File: src/rtl/fifo_wr_arb.sv
// Round-robin write arbiter merging NREQ requesters into one FIFO write port.
// Define FIFO_ARB_BURST_EN for multi-beat bursts; otherwise grants rotate every beat.
module fifo_wr_arb #(
  parameter int WIDTH = 8,
  parameter int NREQ  = 4,
  parameter int BURST = 4
) (
  input  logic                      wr_clk,
  input  logic                      wr_rst,
  input  logic [NREQ-1:0]           req,
  input  logic [NREQ*WIDTH-1:0]     req_data,
  output logic [NREQ-1:0]           gnt,
  input  logic                      fifo_full,
  output logic                      wr_en,
  output logic [WIDTH-1:0]          wr_data,
  output logic                      busy,
  output logic [$clog2(NREQ)-1:0]   owner
);

  localparam int IDXW = $clog2(NREQ);

  if (NREQ < 2 || NREQ > 8) begin : g_bad_nreq
    $error("fifo_wr_arb: NREQ must be 2..8");
  end
  if (BURST < 1 || BURST > 16) begin : g_bad_burst
    $error("fifo_wr_arb: BURST must be 1..16");
  end

  // Index arithmetic modulo NREQ, valid for non-power-of-two NREQ.
  function automatic logic [IDXW-1:0] wrap_add(input logic [IDXW-1:0] base, input int k);
    int s;
    s = int'(base) + k;
    if (s >= NREQ) s -= NREQ;
    return IDXW'(s);
  endfunction

  logic [IDXW-1:0] r_rr_ptr;
  logic [IDXW-1:0] r_owner;
  logic [IDXW-1:0] w_rr_ptr_nxt;
  logic [IDXW-1:0] w_owner_nxt;
  logic [IDXW-1:0] w_rr_sel;
  logic [IDXW-1:0] w_sel;

`ifdef FIFO_ARB_BURST_EN
  typedef enum logic {ST_IDLE, ST_BURST} state_t;

  localparam logic [4:0] BURST_LEN = 5'(BURST);

  state_t     r_state;
  state_t     w_state_nxt;
  logic [4:0] r_beat_cnt;
  logic [4:0] w_beat_cnt_nxt;
`endif

  // Scan downward so the last hit written is the closest one above rr_ptr.
  always_comb begin
    // NOTE: every combinational output gets a default first, so no path leaves it unassigned (no latch).
    w_rr_sel = r_rr_ptr;
    for (int k = NREQ - 1; k >= 0; k--) begin
      if (req[wrap_add(r_rr_ptr, k)]) w_rr_sel = wrap_add(r_rr_ptr, k);
    end
  end

`ifdef FIFO_ARB_BURST_EN
  assign w_sel = (r_state == ST_BURST) ? r_owner : w_rr_sel;
  assign busy  = (r_state == ST_BURST) & ~wr_rst;
`else
  assign w_sel = w_rr_sel;
  assign busy  = 1'b0;
`endif

  always_comb begin
    gnt        = '0;
    gnt[w_sel] = req[w_sel] & ~fifo_full & ~wr_rst;
  end

  assign wr_en   = |gnt;
  assign wr_data = wr_en ? req_data[w_sel*WIDTH +: WIDTH] : '0;
  assign owner   = r_owner;

  always_comb begin
    w_rr_ptr_nxt = r_rr_ptr;
    w_owner_nxt  = r_owner;
`ifdef FIFO_ARB_BURST_EN
    w_state_nxt    = r_state;
    w_beat_cnt_nxt = r_beat_cnt;
    case (r_state)
      ST_IDLE: begin
        if (wr_en) begin
          w_owner_nxt    = w_sel;
          w_beat_cnt_nxt = 5'd1;
          if (BURST > 1) w_state_nxt  = ST_BURST;
          else           w_rr_ptr_nxt = wrap_add(w_sel, 1);
        end
      end
      ST_BURST: begin
        // A full FIFO freezes the burst in place; it resumes when space frees up.
        if (!fifo_full) begin
          if (req[r_owner]) begin
            w_beat_cnt_nxt = r_beat_cnt + 5'd1;
            if (r_beat_cnt + 5'd1 == BURST_LEN) begin
              w_state_nxt  = ST_IDLE;
              w_rr_ptr_nxt = wrap_add(r_owner, 1);
            end
          end else begin
            w_state_nxt  = ST_IDLE;
            w_rr_ptr_nxt = wrap_add(r_owner, 1);
          end
        end
      end
      default: w_state_nxt = ST_IDLE;
    endcase
`else
    if (wr_en) begin
      w_owner_nxt  = w_sel;
      w_rr_ptr_nxt = wrap_add(w_sel, 1);
    end
`endif
  end

  always_ff @(posedge wr_clk) begin
    // NOTE: sequential state uses non-blocking assignments so every register samples pre-edge values.
    if (wr_rst) begin
      r_rr_ptr   <= '0;
      r_owner    <= '0;
`ifdef FIFO_ARB_BURST_EN
      r_state    <= ST_IDLE;
      r_beat_cnt <= '0;
`endif
    end else begin
      r_rr_ptr   <= w_rr_ptr_nxt;
      r_owner    <= w_owner_nxt;
`ifdef FIFO_ARB_BURST_EN
      r_state    <= w_state_nxt;
      r_beat_cnt <= w_beat_cnt_nxt;
`endif
    end
  end

endmodule

File: config.mk
export PLATFORM = sky130hd
export DESIGN_NAME = fifo_wr_arb
export DESIGN_NICKNAME = d
export VERILOG_FILES = /design/src/rtl/fifo_wr_arb.sv
export SDC_FILE = /design/constraint.sdc
export NUM_CORES = 1
export LEC_CHECK = 0
export CORE_MARGIN = 4
export CORE_UTILIZATION = 29
export DETAILED_ROUTE_END_ITERATION = 7
export DONT_BUFFER_PORTS = 1
export GPL_TIMING_DRIVEN = 0
export MAX_ROUTING_LAYER = met4
export REMOVE_ABC_BUFFERS = 1
export SLEW_MARGIN = 20
export SYNTH_ARGS = -nofsm -noshare
export SYNTH_HDL_FRONTEND = slang
export SYNTH_SLANG_ARGS = --single-unit
File: constraint.sdc
create_clock -name wr_clk -period 17.3 [get_ports wr_clk]
set_input_delay 5.19 -clock wr_clk [delete_from_list [all_inputs] [get_ports wr_clk]]
set_output_delay 5.19 -clock wr_clk [all_outputs]
set_load 0.05 [all_outputs]
-- After elaboration in Yosys (flattened, before gate mapping)
Index checks and enable logic that the tools add are counted.
- memories: 0
- latch bits: 0
- RAM bits: 0
- logic and storage cells: 52
- ROM bits: 0
- output and inout bits: 16
- input port bits: 39
- register bits: 4
- equality and inequality tests: 0
- magnitude comparators: 11
- div/mod/pow operators: 0
- add/sub/neg operators: 9
- bitwise gates (word level): 5
- $mul: 0
- multiplexer cells: 22
- reduce and logical (&&, ||, !) cells: 2
- shift-type cells: 1
- operators by type and width (kind ; count):
    32-bit by 6-bit indexed part select with 8-bit output ; 1
    2-bit 2-to-1 mux ; 9
    2-bit by 3-bit < comparator with 1-bit output, second input constant ; 5
    3-bit greater-or-equal comparator, second input constant ; 4
    1-bit binary-select mux with 2-bit select ; 5
    2-bit by 1-bit subtractor with 2-bit output, second input constant ; 5
    8-bit 2-to-1 mux ; 1
    2-bit by 1-bit adder with 3-bit output, second input constant ; 2
    2-bit by 2-bit adder with 3-bit output, second input constant ; 2
    1-bit 2-to-1 mux ; 6
    4-bit AND ; 1
    4-bit OR reduction ; 1
    2-bit by 3-bit greater-or-equal comparator with 1-bit output, second input constant ; 1
    1-bit AND ; 2
    1-bit demux with 2-bit select ; 1
    2-bit by 1-bit greater-or-equal comparator with 1-bit output, second input constant ; 1
    1-bit NOT ; 2
    1-bit logical AND ; 1

-- Longest topological paths before layout
- word-level depth: 16
- gate-level depth with buffers: 10

-- Least setup slack after synthesis
No wires, ideal clock.
- path type: input to output
- start: input port req[0]
- end: output port wr_data[7]
- arrival: 7.660 ns
- stages: 10
- path buffers: 2
- required time: 12.110 ns
- path slack: 4.450 ns
- cells stage by stage: nor2b_1 -> or4_4 -> nand2_8 -> buf_12 -> inv_2 -> ha_1 -> o41ai_2 -> nand2b_1 -> buf_2 -> o22ai_1
- cells in the longest elaborated chain, start to end: 13
- elaborated cells between the ends (all ways): 25
- RTL lines (element ; RTL line ; source):
    from (decl) ; 10 ; input logic [NREQ-1:0] req,
    1-bit binary-select mux with 2-bit select ; 60 ; if (req[wrap_add(r_rr_ptr, k)]) w_rr_sel = wrap_add(r_rr_ptr, k);
    1-bit 2-to-1 mux (implied by the code) ; 60 ;
    2-bit 2-to-1 mux (3 in series) ; 60 ;
    2-bit 2-to-1 mux (*) ; 60 ;
    via w_rr_sel[1] ; 41 ; logic [IDXW-1:0] w_rr_sel;
    2-bit by 3-bit < comparator with 1-bit output (implied by the code) (tied with other cells) ; 74 ; gnt[w_sel] = req[w_sel] & ~fifo_full & ~wr_rst;
    1-bit logical AND (implied by the code) or 1-bit 2-to-1 mux (tied branches) ; 74 ;
    1-bit 2-to-1 mux (implied by the code) or 1-bit AND (tied branches) ; 74 ;
    1-bit demux with 2-bit select or 1-bit AND (tied branches) ; 74 ;
    4-bit AND (no line) ; n/a ;
    4-bit OR reduction ; 77 ; assign wr_en = |gnt;
    8-bit 2-to-1 mux (*) ; 78 ; assign wr_data = wr_en ? req_data[w_sel*WIDTH +: WIDTH] : '0;
    to (decl) ; 15 ; output logic [WIDTH-1:0] wr_data,
Mark *: on every way through the listed nets, which the timed path passes. The rest lies on a longest branch. The select of a mux whose other input is x is not followed.

-- Final worst setup path
- start: input port req[0]
- end: output port wr_data[7]
- cells in the longest elaborated chain, start to end: 13
- elaborated cells between the ends (all ways): 25
- RTL lines (element ; RTL line):
    1-bit binary-select mux with 2-bit select ; 60
    1-bit 2-to-1 mux (implied by the code) ; 60
    2-bit 2-to-1 mux (4 in series) ; 60
    2-bit by 3-bit < comparator with 1-bit output (implied by the code) (tied with other cells) ; 74
    1-bit logical AND (implied by the code) or 1-bit 2-to-1 mux (tied branches) ; 74
    1-bit 2-to-1 mux (implied by the code) or 1-bit AND (tied branches) ; 74
    1-bit demux with 2-bit select or 1-bit AND (tied branches) ; 74
    4-bit AND (no line) ; n/a
    4-bit OR reduction ; 77
    8-bit 2-to-1 mux (*) ; 78
Every way passes the cells marked *; elsewhere a longest branch is shown, timed or not. The select of a mux whose other input is x is not followed.

==> run_results.csv <==
group,metric,value,unit
final_layout,layout.nets,115,
worst_setup_path,r2r-start,"r_rr_ptr[1]",
place,port_buffers,0,
synth,postSynth.asyncResetShare,0,
flow_run,cap_violations,0,
final_layout,syn_to_final_growth,3.013,%
clocking,cts-root-buf,"clkbuf_4",
place,gp_congestion,0.7198,
global_route,grt_antenna_before_repair,0,
place,hpwl,1.300,mm
routing,remaining_drc_errors,0,
routing,routed_wl,1.538,mm
final_layout,instances_no_fill,98,
sta,finalSetupViolations,0,
sta,setup_slack,4.141,ns
power_and_ir_drop,vdd_ir_drop_max,0.01858,mV
die,initial_utilization,0.3033,
synth,yosys_most_used_dff,"dfxtp_1",
synth,synth_area_leaders,"mux2i_1 (27%), o22ai_2 (13%), dfxtp_1 (12%), ha_1 (7.5%), and2_1 (3.8%)",
clocking,cts_tree,"done",
sta,period_minus_slack,13.16,ns
routing,ant_nets,0,
sta,worst_pin_slew,1.068,ns
worst_setup_path,required,12.11,ns
sta,rsz0062_at_grt,"no",
min_path,min_path_type,"reg -> reg",
final_layout,final_util,0.3124,
worst_setup_path,critPathLaunchType,"input pin",
sta,fin_crit_sh,0.7606,
worst_setup_path,critPathKind,"in -> out",
worst_setup_path,cp_max_fo,20,
clocking,clock_path_buffers,2,
synth,yosysTopAreaCell,"mux2i_1",
die,core_area,2191,µm²
sta,maxSlewViolCount,0,
die,dieArea,3121,µm²
clocking,cts_resized,0,
power_and_ir_drop,power_leakage,0.2889,nW
worst_setup_path,crit_arrival,7.97,ns
synth,avgSynthCellArea,9.358,µm²
place,dp.cells,95,
final_layout,layout_commonest_cell,"mux2i_1",
final_layout,final_area,684.4,µm²
clocking,clk-insertion-delay-late,0.23,ns
die,fp-row-count,17,
clocking,clock-sinks,4,
synth,ys_warn_count,0,
routing,drtIter0Drc,10,
routing,routedWlPerCell,15.69,µm
sta,clock_skew,0.0003911,ns
worst_setup_path,worstSetupStartpoint,"req[0]",
global_route,grt_pass1_vias,547,
clocking,numCtsBuffers,3,
synth,synth_edf_count,0,
die,die_h,55.87,µm
place,postPlaceCellArea,661.9,µm²
synth,synth_cell_types,31,
clocking,ctsHoldBuffers,0,
sta,max_freq,76.00,MHz
final_layout,post_route_cells_drive_above_1_share,0.2286,
sta,hold_viol_final,0,
sta,fin_setup_tns,0,ns
power_and_ir_drop,pwr_density_cell,73.22,nW/µm²
synth,ys_seq_elements,4,
synth,seq_area_frac_synth,0.1205,
global_route,grt_max_degree,21,
clocking,post-cts-setup-buffers,0,
die,num_io_pins,55,
clocking,cts.clk_slew.worst_paths,0.04,ns
synth,synthCells,71,
sta,slew_headroom,0.2982,
synth,syn_area,664.4,µm²
worst_setup_path,cp-end-kind,"output pin",
synth,synth_top_area_frac,0.2712,
min_path,min-delay-start,"r_rr_ptr[0]",
die,fp.dieW,55.87,µm
routing,dr.pass1.iters,4,
clocking,htreeDepth,1,
global_route,grt_usage,0.09750,
status,status,"finished clean",
routing,viasPerCell,5.337,
place,pre_cts_slack,4.103,ns
routing,vias,523,
global_route,grt_overflow_total,0,
final_layout,final_cell_mix,"mux2i_1 (18), o22ai_2 (7)",
global_route,grt_pass1_wl,2.415,mm
final_layout,num_antenna_cells,0,
==> cell families after synthesis <==
group           count (synthesis)  synth area share
compound gates                 16            0.2411
fa+ha+maj                       4           0.07533
buf+inv                         9           0.08474
flops                           4            0.1205
mux                            18            0.2712
other cells                     1          0.005644
simple gates                   19            0.2015
==> power breakdown <==
group	internal (mW)	switching, mW
clock network	0.00774	0.00351
registers	0.00996	0.00153
logic	0.00863	0.0187
==> synth_stat cells (2+ instances only) <==
master and count:
a21oi_1 2, mux2i_1 18, nor2_1 3, nor2b_1 2, ha_1 4, and2_1 4, dfxtp_1 4, inv_1 4
o22ai_2 7, buf_2 2
==> critical path, cell delays in order <==
cell and delay [ns]:
nor2b_1 0.12, or4_4 0.55, nand2_8 0.19, inv_2 0.06
ha_1 0.21, o41ai_2 0.66, or2_1 0.51, o22ai_1 0.47
==> metrics by stage <==
step | hold slack, ns | power, mW
2_1_floorplan | 0.5168 | 0.03659
3_3_place_gp | 0.5500 | 0.03864
3_5_place_dp | 0.5520 | 0.03929
4_1_cts | 0.5606 | 0.05114
5_1_grt | 0.5987 | 0.05425
6_report | 0.5598 | 0.05011
==> state kept, by name, summed over array words and instances (netlist names) <==
signal    cells
r_rr_ptr      2
owner         2
==> area by class of cell <==
cell class	instances	area, µm²
Fill cell	239	1506
Multi-Input combinational cell	58	528.0
Sequential cell	4	80.08
Tap cell	28	35.03
Clock buffer	3	22.52
Inverter	5	18.77
==> metal layers <==
metal	global-route usage	share of wire	routed length, µm
met3	0.03016	0.079	122
met1	0.08852	0.35	540
met5	-	0	0
met4	0.03051	0	0
met2	0.1909	0.57	875
==> final timing paths <==
| kind | endpoint | slack, ns | depth (start not counted) |
|---|---|---|---|
| min reg2reg | r_rr_ptr[0] | 0.56 | 1 |
| max | wr_data[7] | 4.14 | 8 |
| min | r_rr_ptr[0] | 0.56 | 1 |
| max reg2reg | r_rr_ptr[0] | 14.29 | 8 |
No activity file was read; power rests on OpenSTA's default activity.
